File: config.mk
export PLATFORM = sky130hd
export DESIGN_NAME = tl_light_monitor
export DESIGN_NICKNAME = d
export VERILOG_FILES = /design/src/rtl/tl_pkg.sv /design/src/rtl/tl_code_dec.sv /design/src/rtl/tl_light_monitor.sv
export SDC_FILE = /design/constraint.sdc
export NUM_CORES = 1
export LEC_CHECK = 0
export BUFFER_PORTS_ARGS = -buffer_cell sky130_fd_sc_hd__buf_4
export CAP_MARGIN = 20
export CORE_MARGIN = 2
export CORE_UTILIZATION = 45
export CTS_CLUSTER_SIZE = 8
export DETAILED_ROUTE_END_ITERATION = 8
export HOLD_SLACK_MARGIN = 0.1
export PLACE_DENSITY = 0.7
export SLEW_MARGIN = 10
export SYNTH_ARGS = -nofsm -noshare
export SYNTH_HDL_FRONTEND = slang
export SYNTH_SLANG_ARGS = --single-unit
File: constraint.sdc
create_clock -name clk -period 3.49 [get_ports clk]
set_input_delay 0.349 -clock clk [delete_from_list [all_inputs] [get_ports clk]]
set_output_delay 0.349 -clock clk [all_outputs]
set_load 0.02 [all_outputs]
File: src/rtl/tl_pkg.sv
// Shared definitions for the traffic-light controller and its lamp monitor.
// Contents:
//   lamp_t    - 2-bit lamp codes (green, yellow, left-turn, red)
//   S0..S7    - controller state constants
//   err_t     - monitor error causes
//   fsm_t     - monitor tracking FSM encoding
//   lamp_code - state -> {La, Lb}. The controller's output logic and the
//               monitor's decoder both use this one table.
package tl_pkg;

    typedef enum logic [1:0] {
        LAMP_G = 2'b00,
        LAMP_Y = 2'b01,
        LAMP_L = 2'b10,
        LAMP_R = 2'b11
    } lamp_t;

    localparam logic [2:0] S0 = 3'd0;
    localparam logic [2:0] S1 = 3'd1;
    localparam logic [2:0] S2 = 3'd2;
    localparam logic [2:0] S3 = 3'd3;
    localparam logic [2:0] S4 = 3'd4;
    localparam logic [2:0] S5 = 3'd5;
    localparam logic [2:0] S6 = 3'd6;
    localparam logic [2:0] S7 = 3'd7;

    typedef enum logic [1:0] {
        E_NONE  = 2'b00,
        E_CODE  = 2'b01,
        E_TRANS = 2'b10,
        E_SHORT = 2'b11
    } err_t;

    typedef enum logic {
        SYNC  = 1'b0,
        TRACK = 1'b1
    } fsm_t;

    // Returns {La, Lb} for a controller state.
    function automatic logic [3:0] lamp_code(input logic [2:0] s);
        logic [3:0] code;
        case (s)
            S0:      code = {LAMP_G, LAMP_R};
            S1:      code = {LAMP_Y, LAMP_R};
            S2:      code = {LAMP_L, LAMP_R};
            S3:      code = {LAMP_Y, LAMP_R};
            S4:      code = {LAMP_R, LAMP_G};
            S5:      code = {LAMP_R, LAMP_Y};
            S6:      code = {LAMP_R, LAMP_L};
            default: code = {LAMP_R, LAMP_Y};
        endcase
        return code;
    endfunction

endpackage

File: src/rtl/tl_code_dec.sv
// Combinational inverse of the controller's lamp-output table.
// Ports:
//   La, Lb     in  2  lamp codes
//   legal      out 1  pair belongs to at least one state
//   ambig      out 1  pair belongs to two states (1/3 or 5/7)
//   base_state out 3  matching state; the lower candidate when ambig
module tl_code_dec
    import tl_pkg::*;
(
    input  logic [1:0] La,
    input  logic [1:0] Lb,
    output logic       legal,
    output logic       ambig,
    output logic [2:0] base_state
);

    // Scan from the top so the last match written is the lowest state;
    // a second hit marks the pair as ambiguous.
    always_comb begin
        legal      = 1'b0;
        ambig      = 1'b0;
        base_state = 3'd0;
        for (int s = 7; s >= 0; s--) begin
            if (lamp_code(3'(s)) == {La, Lb}) begin
                ambig      = legal;
                legal      = 1'b1;
                base_state = 3'(s);
            end
        end
    end

endmodule

File: src/rtl/tl_light_monitor.sv
// Lamp-output observer for the traffic-light controller. Reconstructs the
// controller state from (La, Lb), checks sequence legality and measures
// how long each state is held.
// Ports:
//   clk        in  1      rising-edge clock
//   reset_n    in  1      asynchronous active-low reset
//   La, Lb     in  2      lamp codes from controller
//   clr_err    in  1      synchronous clear of the sticky error
//   state_q    out 3      reconstructed state
//   locked     out 1      state_q is valid
//   dwell      out CNT_W  samples in current state (saturating)
//   round_cnt  out 8      completed 7->0 advances, wrapping
//   err        out 1      sticky error flag
//   err_code   out 2      first error cause since last clear
module tl_light_monitor
    import tl_pkg::*;
#(
    parameter int CNT_W     = 8,
    parameter int MIN_DWELL = 2
) (
    input  logic             clk,
    input  logic             reset_n,
    input  logic [1:0]       La,
    input  logic [1:0]       Lb,
    input  logic             clr_err,
    output logic [2:0]       state_q,
    output logic             locked,
    output logic [CNT_W-1:0] dwell,
    output logic [7:0]       round_cnt,
    output logic             err,
    output logic [1:0]       err_code
);

    logic             legal;
    logic             ambig;
    logic [2:0]       base_state;

    fsm_t             fsm_q, fsm_d;
    logic [2:0]       state_d;
    logic [CNT_W-1:0] dwell_d;
    logic             first_seg_q, first_seg_d;
    logic [7:0]       round_d;
    logic             err_d;
    err_t             code_q, code_d;

    logic             new_err;
    err_t             new_code;
    logic [2:0]       next_state;
    logic [2:0]       alt_state;
    logic             hold;
    logic             adv;

    function automatic logic [CNT_W-1:0] sat_inc(input logic [CNT_W-1:0] v);
        return (v == {CNT_W{1'b1}}) ? v : v + CNT_W'(1);
    endfunction

    tl_code_dec u_dec (
        .La         (La),
        .Lb         (Lb),
        .legal      (legal),
        .ambig      (ambig),
        .base_state (base_state)
    );

    // An ambiguous pair matches both base_state and base_state+2, so a
    // state matches if it equals either candidate. Hold and advance cannot
    // both match since the candidates are two apart.
    assign alt_state  = base_state + 3'd2;
    assign next_state = state_q + 3'd1;
    assign hold = legal && ((state_q == base_state) || (ambig && state_q == alt_state));
    assign adv  = legal && ((next_state == base_state) || (ambig && next_state == alt_state));

    assign locked   = (fsm_q == TRACK);
    assign err_code = code_q;

    always_ff @(posedge clk or negedge reset_n) begin
        if (!reset_n) begin
            fsm_q       <= SYNC;
            state_q     <= 3'd0;
            dwell       <= '0;
            first_seg_q <= 1'b1;
            round_cnt   <= 8'd0;
            err         <= 1'b0;
            code_q      <= E_NONE;
        end else begin
            fsm_q       <= fsm_d;
            state_q     <= state_d;
            dwell       <= dwell_d;
            first_seg_q <= first_seg_d;
            round_cnt   <= round_d;
            err         <= err_d;
            code_q      <= code_d;
        end
    end

    always_comb begin
        fsm_d       = fsm_q;
        state_d     = state_q;
        dwell_d     = dwell;
        first_seg_d = first_seg_q;
        round_d     = round_cnt;
        new_err     = 1'b0;
        new_code    = E_NONE;

        case (fsm_q)
            SYNC: begin
                if (!legal) begin
                    new_err  = 1'b1;
                    new_code = E_CODE;
                end else if (!ambig) begin
                    fsm_d       = TRACK;
                    state_d     = base_state;
                    dwell_d     = CNT_W'(1);
                    first_seg_d = 1'b1;
                end
            end
            default: begin
                if (!legal) begin
                    new_err  = 1'b1;
                    new_code = E_CODE;
                    fsm_d    = SYNC;
                    state_d  = 3'd0;
                    dwell_d  = '0;
                end else if (hold) begin
                    dwell_d = sat_inc(dwell);
                end else if (adv) begin
                    // The first segment after lock has an unseen entry, so
                    // its dwell is not a real measurement.
                    if (!first_seg_q && dwell < CNT_W'(MIN_DWELL)) begin
                        new_err  = 1'b1;
                        new_code = E_SHORT;
                    end
                    if (state_q == S7) begin
                        round_d = round_cnt + 8'd1;
                    end
                    state_d     = next_state;
                    dwell_d     = CNT_W'(1);
                    first_seg_d = 1'b0;
                end else begin
                    new_err  = 1'b1;
                    new_code = E_TRANS;
                    fsm_d    = SYNC;
                    state_d  = 3'd0;
                    dwell_d  = '0;
                end
            end
        endcase
    end

    // Sticky error: clear first, then a new error overrides the clear.
    // The code only latches when the flag is (effectively) clear, so the
    // first cause survives until software clears it.
    always_comb begin
        err_d  = err;
        code_d = code_q;
        if (clr_err) begin
            err_d  = 1'b0;
            code_d = E_NONE;
        end
        if (new_err) begin
            if (!err || clr_err) begin
                code_d = new_code;
            end
            err_d = 1'b1;
        end
    end

endmodule
==> results of run 1 <==
-- power breakdown --
| part | total (mW) | internal (mW) | switching [mW] |
|---|---|---|---|
| Combinational | 0.240 | 0.101 | 0.139 |
| Sequential | 0.349 | 0.308 | 0.0410 |
| Clock | 0.202 | 0.116 | 0.0853 |
| Total | 0.790 | 0.525 | 0.265 |
-- worst min path at each step --
stage,from,slack (ns),depth (start not counted),to
floorplan,reset_n,0.05,0,dwell[0]
global placement,reset_n,0.26,1,dwell[5]
detailed placement,reset_n,0.27,1,dwell[4]
CTS,clr_err,0.33,4,err_code[1]
global route,clr_err,0.35,4,err_code[1]
finish,clr_err,0.34,4,err_code[1]
-- registers in the layout, summed over array words and instances (netlist names) --
register	count
dwell	8
err_code	2
locked	1
err	1
state_q	3
first_seg_q	1
round_cnt	8
-- kinds of logic (layout without fill, tap and decap cells) --
family / after synthesis / in the layout / share of synthesized area, %
and+or+nand+nor: 82 / 82 / 28.19
adders and majority gates: 4 / 4 / 3.040
DFF: 24 / 24 / 36.55
buffers and inverters: 17 / 41 / 5.698
xor gates and xnor gates: 14 / 14 / 7.446
muxes: 4 / 4 / 2.735
AOI/OAI and AO/OA: 39 / 39 / 16.34
-- synth_stat cells (3+ instances only) --
library cell | count | area (um2)
buf_2 | 3 | 15.01
o21ai_0 | 4 | 20.02
nand2_1 | 18 | 67.56
nor4_1 | 4 | 25.02
nor3_1 | 5 | 25.02
dfrtp_1 | 23 | 575.6
o2111ai_1 | 3 | 26.28
xnor2_1 | 4 | 35.03
nor2b_1 | 4 | 25.02
a31oi_1 | 4 | 25.02
nand3_1 | 12 | 60.06
xor2_1 | 10 | 87.58
mux2_2 | 4 | 45.04
a21oi_1 | 9 | 45.04
nor2_1 | 12 | 45.04
nand4_1 | 5 | 31.28
clkbuf_1 | 3 | 11.26
buf_4 | 3 | 22.52
or4_1 | 3 | 22.52
inv_1 | 6 | 22.52
ha_1 | 4 | 50.05
-- cells in the final DEF (no fill, tap or decap), types with 3 or more instances in the layout --
cell type	netlist	layout
xnor2_1	4	4
mux2_2	4	4
o2111ai_1	3	3
a31oi_1	4	4
nor2_1	12	12
nor3_1	5	5
ha_1	4	4
nor4_1	4	4
nand4_1	5	5
nand2_1	18	18
a21oi_1	9	9
nand3_1	12	12
xor2_1	10	10
buf_4	3	30
o21ai_0	4	4
or4_1	3	3
clkbuf_4	0	3
inv_1	6	6
dfrtp_1	23	23
nor2b_1	4	4
-- per-layer routing --
layer	global-route usage, %	up-vias
li1	-	731
met1	24.61	707
met2	33.59	30
met3	4.340	2
met4	3.723	0
met5	0	-
-- worst register-to-register path, stage by stage, from the launching register on --
cell and delay, ns:
dfrtp_1 0.55, ha_1 0.28, ha_1 0.36, and3b_1 0.18, a21oi_1 0.04, nor4b_1 0.37, o21ai_2 0.30, nor3b_2 0.32
mux2_2 0.36
-- cell type report --
type | instances | area, um2 | area share, %
well taps | 46 | 57.56 | 2.997
clock inverters | 1 | 30.03 | 1.564
multi-input cells | 143 | 950.9 | 49.51
repair buffers | 31 | 235.2 | 12.25
inverters | 6 | 22.52 | 1.173
clock buffers | 3 | 22.52 | 1.173
flip-flops and latches | 24 | 601.8 | 31.34
-- what timing repair did --
action                    in CTS  in global routing
setup buffers                  0                  0
hold endpoints to repair      23                  0
hold buffers                   1                  0
==> impl_metrics.tcl, run 1 <==
set metrics [dict create \
    status "completed" \
    io_pins 30 \
    nets 220 \
    h-tree-depth 1 \
    wl_per_cell_um 14.39 \
    slowest_stage "dfrtp_1" \
    grt_pass1_vias 1398 \
    synth_nets 195 \
    clkTransAtPathRegs_ns 0.13 \
    ys_types 49 \
    wl_met3_um 124 \
    tns_ns 0 \
    final_util_pct 56.23 \
    leakage_nw 0.8616 \
    cts_inserted_buffers 3 \
    cts.sinks 24 \
    dp_cells 249 \
    worst-path-buf-inv 0 \
    worst_skew_pair.late_latency_ns 0.32 \
    die_w_um 64.49 \
    drcViolationCount 0 \
    grt_max_degree 25 \
    dpl_cell_area_um2 1858 \
    clockBufferDepth 2 \
    r2r_cells 8 \
    highest_layer "met4" \
    cp.depth 8 \
    endpoint "round_cnt[1]" \
    wl_met2_mm 1.846 \
    fin_skew_ns 0.002348 \
    pre_cts_ws_ns 0.6237 \
    hpwl_mm 2.657 \
    slowest_delay_ns 0.55 \
    stdcell_count 254 \
    setup.worst_path.start "state_q[0]" \
    reg2reg_to "round_cnt[1]" \
    fmax_mhz 350.3 \
    rows 21 \
    cts_resized 0 \
    antennaDiodeCount 0 \
    cp.arrival_ns 3.08 \
    relSlewSlack_pct 50.49 \
    rsz0062_at_grt "no" \
    gp_congestion 0.8065 \
    finalWirelength_mm 3.656 \
    crit_type "reg2reg" \
    clockRootBuffer "clkbuf_4" \
    setup_ws_ns 0.6352 \
    fin_crit_sh_pct 81.80 \
    critical_path.top_delay_family "simple AND/OR/NAND/NOR gates" \
    ys_warn_count 0 \
    async_flop_share_pct 100.0 \
    numPortBuffers 29 \
    start_util_pct 48.21 \
    drive_gt1_share_pct 23.56 \
    seq_area_frac_synth_pct 36.55 \
    via_per_inst 5.787 \
    finalSetupViolCount 0 \
    critPathRequiredTime_ns 3.71 \
    power_mw 0.7905 \
    syn_area_um2 1647 \
    hold_path.class "in2reg" \
    slew_violations 0 \
    r2r_slack_ns 0.64 \
    crit_chain "ha_1, ha_1, and3b_1, a21oi_1, nor4b_1, o21ai_2, nor3b_2, mux2_2" \
    final_cell_area_um2 1921 \
    avgSynthCellArea_um2 8.949 \
    nFillCells 315 \
    power_density_nw_per_um2 411.6 \
    core_area_um2 3416 \
    whs_ns 0.3367 \
    vias 1470 \
    startpoint_type "register" \
    synth_edf_count 0 \
    synth_seq_cells 24 \
    met1_length_mm 1.661 \
    drv_cap 0 \
    period_needed_ns 2.855 \
    syn_inst 184 \
    cp_common_cell "ha_1" \
    worstPathMaxFanout 18 \
    track_usage_pct 19.26 \
    ir_drop_mv 0.2405 \
    area_growth_pct 16.64 \
    fp.dieArea_um2 4159 \
    drtAntennaViolNets 0 \
    hold_viol_final 0 \
    die_h_um 64.49 \
    dr.pass1.iters 4 \
    cts_tree "done" \
    worst_pin_slew_ns 0.7426 \
    grt_pass1_wl_mm 6.341 \
    antenna_found_initial 0 \
    reg2reg_from "state_q[0]" \
    ys.flop_type "dfrtp_1" \
    endpoint_kind "register" \
    grt-ovfl-total 0 \
    initialDrtViolationCount 69 \
]
No activity file was read; power rests on OpenSTA's default activity.
==> run 2, diff against run 1 <==
==> constraint.sdc (replaced) <==
create_clock -name clk -period 2.7 [get_ports clk]
set_input_delay 0.27 -clock clk [delete_from_list [all_inputs] [get_ports clk]]
set_output_delay 0.27 -clock clk [all_outputs]
set_load 0.02 [all_outputs]
==> run 2 against run 1 <==
Compared with the run above: clock-buffer cell count stayed put; clock power is 30% higher; non-clock buffer count is 3 higher; power is 30% higher; cell count is 1.2% higher; combinational power is 35% higher; via count is 0.54% higher; register-to-register slack worse by 0.42 ns; sequential power is 28% higher; first-iteration DRC count is 7.2% higher.
==> impl_metrics.tcl, run 2 (same netlist as run 1, synthesis figures left out) <==
set metrics [dict create \
    status "completed" \
    fin_skew_ns 0.01021 \
    wl_per_cell_um 14.21 \
    layout_commonest_cell "buf_4" \
    cts_resized 0 \
    io_pins 30 \
    worstPathMaxFanout 8 \
    gp_congestion 0.8448 \
    crit_type "reg2reg" \
    rows 21 \
    ctsHoldBuffers 1 \
    numPortBuffers 29 \
    leakage_nw 0.8764 \
    hold_viol_final 0 \
    post_cts_buffers 0 \
    period_needed_ns 2.485 \
    hold_depth 4 \
    hold_path.startpoint "clr_err" \
    grt-ovfl-total 0 \
    hpwl_mm 2.721 \
    clkTransAtPathRegs_ns 0.14 \
    power_mw 1.031 \
    fin_crit_sh_pct 92.02 \
    drtAntennaViolNets 0 \
    endpoint_kind "register" \
    track_usage_pct 19.28 \
    cp_common_cell "ha_1" \
    min_to "err_code[1]" \
    die_h_um 64.49 \
    dr.pass1.iters 4 \
    setup_ws_ns 0.2153 \
    nets 223 \
    startpoint_type "register" \
    finalSetupViolCount 0 \
    top_regs "dwell (8), round_cnt (8), state_q (3)" \
    slowest_delay_ns 0.40 \
    worst-path-buf-inv 0 \
    finalWirelength_mm 3.653 \
    antenna_found_initial 0 \
    hold_path.class "in2reg" \
    fmax_mhz 402.5 \
    start_util_pct 48.21 \
    drive_gt1_share_pct 24.64 \
    area_growth_pct 18.01 \
    clockBufferDepth 2 \
    initialDrtViolationCount 74 \
    r2r_slack_ns 0.22 \
    die_w_um 64.49 \
    reg2reg_to "round_cnt[1]" \
    grt_pass1_wl_mm 6.444 \
    slew_violations 0 \
    final_cell_mix "buf_4 (33), dfrtp_1 (23), nand2_1 (18)" \
    antennaDiodeCount 0 \
    rsz0062_at_grt "no" \
    drcViolationCount 0 \
    h-tree-depth 1 \
    reg2reg_from "state_q[0]" \
    critical_path.top_delay_family "simple AND/OR/NAND/NOR gates" \
    grt_pass1_vias 1459 \
    vias 1478 \
    clockRootBuffer "clkbuf_4" \
    grt_max_degree 25 \
    worst_skew_pair.late_latency_ns 0.32 \
    cp.arrival_ns 2.70 \
    fp.dieArea_um2 4159 \
    relSlewSlack_pct 72.61 \
    nFillCells 320 \
    cts.sinks 24 \
    power_density_nw_per_um2 530.5 \
    cts_tree "done" \
    worst_pin_slew_ns 0.4077 \
    core_area_um2 3416 \
    slowest_stage "dfrtp_1" \
    crit_chain "ha_1, ha_1, and3b_1, a21oi_1, nor4b_1, o21ai_2, nor3b_2, mux2_2" \
    via_per_inst 5.751 \
    drv_cap 0 \
    r2r_cells 8 \
    seqCellArea_um2 601.8 \
    cts_inserted_buffers 3 \
    tns_ns 0 \
    ir_drop_mv 0.2312 \
    multi_input_area_um2 950.9 \
    critPathRequiredTime_ns 2.91 \
    pre_cts_ws_ns 0.2088 \
]
-- run 2: how the worst max path moves through the flow --
stage / start / to / slack, ns / depth (start not counted)
2_1_floorplan: state_q[1] / round_cnt[1] / 0.21 / 8
3_3_place_gp: state_q[0] / round_cnt[1] / 0.28 / 8
3_5_place_dp: state_q[0] / round_cnt[1] / 0.21 / 8
4_1_cts: state_q[0] / round_cnt[1] / 0.19 / 8
5_1_grt: state_q[0] / round_cnt[7] / 0.02 / 8
6_report: state_q[0] / round_cnt[1] / 0.22 / 8
-- run 2: stage by stage --
step	cells	util [%]	hold slack (ns)	instance area (um2)
after global routing	257	56.89	0.2550	1943
after detailed placement	252	55.05	0.1890	1881
final	257	56.89	0.2423	1943
after CTS	257	56.89	0.2372	1943
after global placement	252	55.05	0.1840	1881
after floorplan	184	-	-0.02559	1647
-- run 2: per-layer routing --
| layer | wire length (um) | up-vias | GRT usage, % |
|---|---|---|---|
| met4 | 12 | 0 | 4.255 |
| met5 | 0 | - | 0 |
| li1 | - | 736 | - |
| met2 | 1907 | 26 | 36.20 |
| met1 | 1629 | 714 | 23.67 |
| met3 | 104 | 2 | 2.083 |
-- run 2: cell type report --
| type | instances | area share, % |
|---|---|---|
| inverters | 6 | 1.159 |
| clock buffers | 3 | 1.159 |
| flip-flops and latches | 24 | 30.97 |
| well taps | 46 | 2.962 |
| clock inverters | 1 | 1.545 |
| repair buffers | 34 | 13.26 |
| multi-input cells | 143 | 48.94 |
-- run 2: worst min-delay path: stages --
cell	delay, ns
buf_4	0.08
inv_1	0.04
o21ai_0	0.06
a22oi_1	0.08
-- run 2: power breakdown --
group | switching (mW) | internal (mW) | total [mW]
combinational | 0.188 | 0.135 | 0.323
clock | 0.113 | 0.150 | 0.263
sequential | 0.0466 | 0.398 | 0.445
total | 0.347 | 0.684 | 1.03
==> run 3, diff against run 2 <==
--- a/config.mk
+++ b/config.mk
@@ -13,7 +13,6 @@
 export DETAILED_ROUTE_END_ITERATION = 8
 export HOLD_SLACK_MARGIN = 0.1
 export PLACE_DENSITY = 0.7
-export SLEW_MARGIN = 10
 export SYNTH_ARGS = -nofsm -noshare
 export SYNTH_HDL_FRONTEND = slang
 export SYNTH_SLANG_ARGS = --single-unit
==> constraint.sdc (replaced) <==
create_clock -name clk -period 2.7 [get_ports clk]
set_input_delay 0.405 -clock clk [delete_from_list [all_inputs] [get_ports clk]]
set_output_delay 0.405 -clock clk [all_outputs]
set_load 0.02 [all_outputs]
==> run 3 against run 2 <==
Compared with the run above: cell count did not move; clock-buffer cell count unchanged; die area did not move; first-iteration DRC count shrank 31%; wire length is 1.1% lower; critical path type unchanged; sequential power is essentially flat; utilization is the same.
==> impl_metrics.tcl, run 3 (same netlist as run 1, synthesis figures left out) <==
set metrics [dict create \
    hold_viol_final 0 \
    drive_gt1_share_pct 24.64 \
    grt_pass1_vias 1414 \
    relSlewSlack_pct 72.90 \
    ctsHoldBuffers 1 \
    cts_resized 0 \
    fmax_mhz 404.6 \
    h-tree-depth 1 \
    cp_common_cell "ha_1" \
    numPortBuffers 29 \
    crit_type "reg2reg" \
    fp.dieArea_um2 4159 \
    final_cell_mix "buf_4 (33), dfrtp_1 (23), nand2_1 (18)" \
    slowest_delay_ns 0.40 \
    pre_cts_ws_ns 0.2213 \
    finalSetupViolCount 0 \
    hpwl_mm 2.668 \
    reg2reg_from "state_q[0]" \
    worst_skew_pair.late_latency_ns 0.33 \
    initialDrtViolationCount 51 \
    worst-path-buf-inv 1 \
    cts.sinks 24 \
    finalWirelength_mm 3.612 \
    power_mw 1.030 \
    ir_drop_mv 0.3097 \
    final_util_pct 56.89 \
    wl_met2_mm 1.750 \
    core_area_um2 3416 \
    worst_pin_slew_ns 0.4028 \
    dr.pass1.iters 4 \
    tns_ns 0 \
    leakage_nw 0.8764 \
    fin_skew_ns 0.01159 \
    drtAntennaViolNets 0 \
    area_growth_pct 18.01 \
    critical_path.top_delay_family "compound AO/OA/AOI/OAI gates" \
    slew_violations 0 \
    startpoint_type "register" \
    die_w_um 64.49 \
    top_regs "dwell (8), round_cnt (8), state_q (3)" \
    clockRootBuffer "clkbuf_4" \
    met1_length_mm 1.683 \
    power_density_nw_per_um2 530.3 \
    drcViolationCount 0 \
    via_per_inst 5.794 \
    highest_layer "met4" \
    fin_crit_sh_pct 91.53 \
    grt-ovfl-total 0 \
    setup_ws_ns 0.2286 \
    wl_per_cell_um 14.05 \
    drv_cap 0 \
    die_h_um 64.49 \
    crit_chain "ha_1, ha_1, and3b_1, a21oi_1, nor4b_1, o21ai_2, buf_4, o2111ai_1, a32o_1" \
    slowest_stage "dfrtp_1" \
    dpl_cell_area_um2 1881 \
    critPathRequiredTime_ns 2.92 \
    cts_tree "done" \
    clockBufferDepth 2 \
    worstPathMaxFanout 11 \
    setup.worst_path.start "state_q[0]" \
    cts_inserted_buffers 3 \
    grt_max_degree 25 \
    antenna_found_initial 0 \
    io_pins 30 \
    vias 1489 \
    gp_congestion 0.8616 \
    rsz0062_at_grt "no" \
    wl_met3_um 142 \
    final_cell_area_um2 1943 \
    hold_path.class "in2reg" \
    stdcell_count 257 \
    clkTransAtPathRegs_ns 0.14 \
    whs_ns 0.3688 \
    layout_commonest_cell "buf_4" \
    nets 223 \
    track_usage_pct 18.88 \
    period_needed_ns 2.471 \
    cp.arrival_ns 2.69 \
    status "completed" \
    rows 21 \
    endpoint_kind "register" \
    hold_path.startpoint "clr_err" \
    start_util_pct 48.21 \
    grt_pass1_wl_mm 6.327 \
    dp_cells 252 \
    antennaDiodeCount 0 \
    post_cts_buffers 0 \
]
-- run 3: cell counts in the layout (fill, tap and decap cells not counted) --
No cell type changed its count.
-- run 3: worst paths after layout --
kind	end	slack, ns	cells past startpoint
setup / recovery	err_code[0]	0.23	9
hold / removal	err_code[1]	0.37	4
setup reg to reg	err_code[0]	0.23	9
hold reg to reg	round_cnt[7]	0.48	1
max in group asynchronous	first_seg_q	1.92	2
min in group asynchronous	dwell[3]	0.49	2
-- run 3: layout make-up --
| type | instances | area [um2] |
|---|---|---|
| Clock inverter | 1 | 30.03 |
| Fill cell | 330 | 1473 |
| Inverter | 6 | 22.52 |
| Tap cell | 46 | 57.56 |
| Clock buffer | 3 | 22.52 |
| Sequential cell | 24 | 601.8 |
| Multi-Input combinational cell | 143 | 950.9 |
| Timing Repair Buffer | 34 | 257.7 |
-- run 3: power by group --
| group | internal, mW | switching, mW | total [mW] |
|---|---|---|---|
| sequential | 0.398 | 0.0478 | 0.446 |
| clock | 0.150 | 0.111 | 0.261 |
| combinational | 0.136 | 0.188 | 0.323 |
| total | 0.684 | 0.346 | 1.03 |
-- run 3: worst reg2reg max path, cell delays in order, from the launching register on --
cell and delay (ns):
dfrtp_1 0.40, ha_1 0.20, ha_1 0.34, and3b_1 0.20, a21oi_1 0.12, nor4b_1 0.08, o21ai_2 0.35, buf_4 0.25
o2111ai_1 0.14, a32o_1 0.29
-- run 3: per-layer routing --
metal  global-route usage [%]  vias up
met4                    3.457        0
li1                         -      741
met5                        0        -
met1                    24.61      708
met3                    3.819        6
met2                    32.81       34
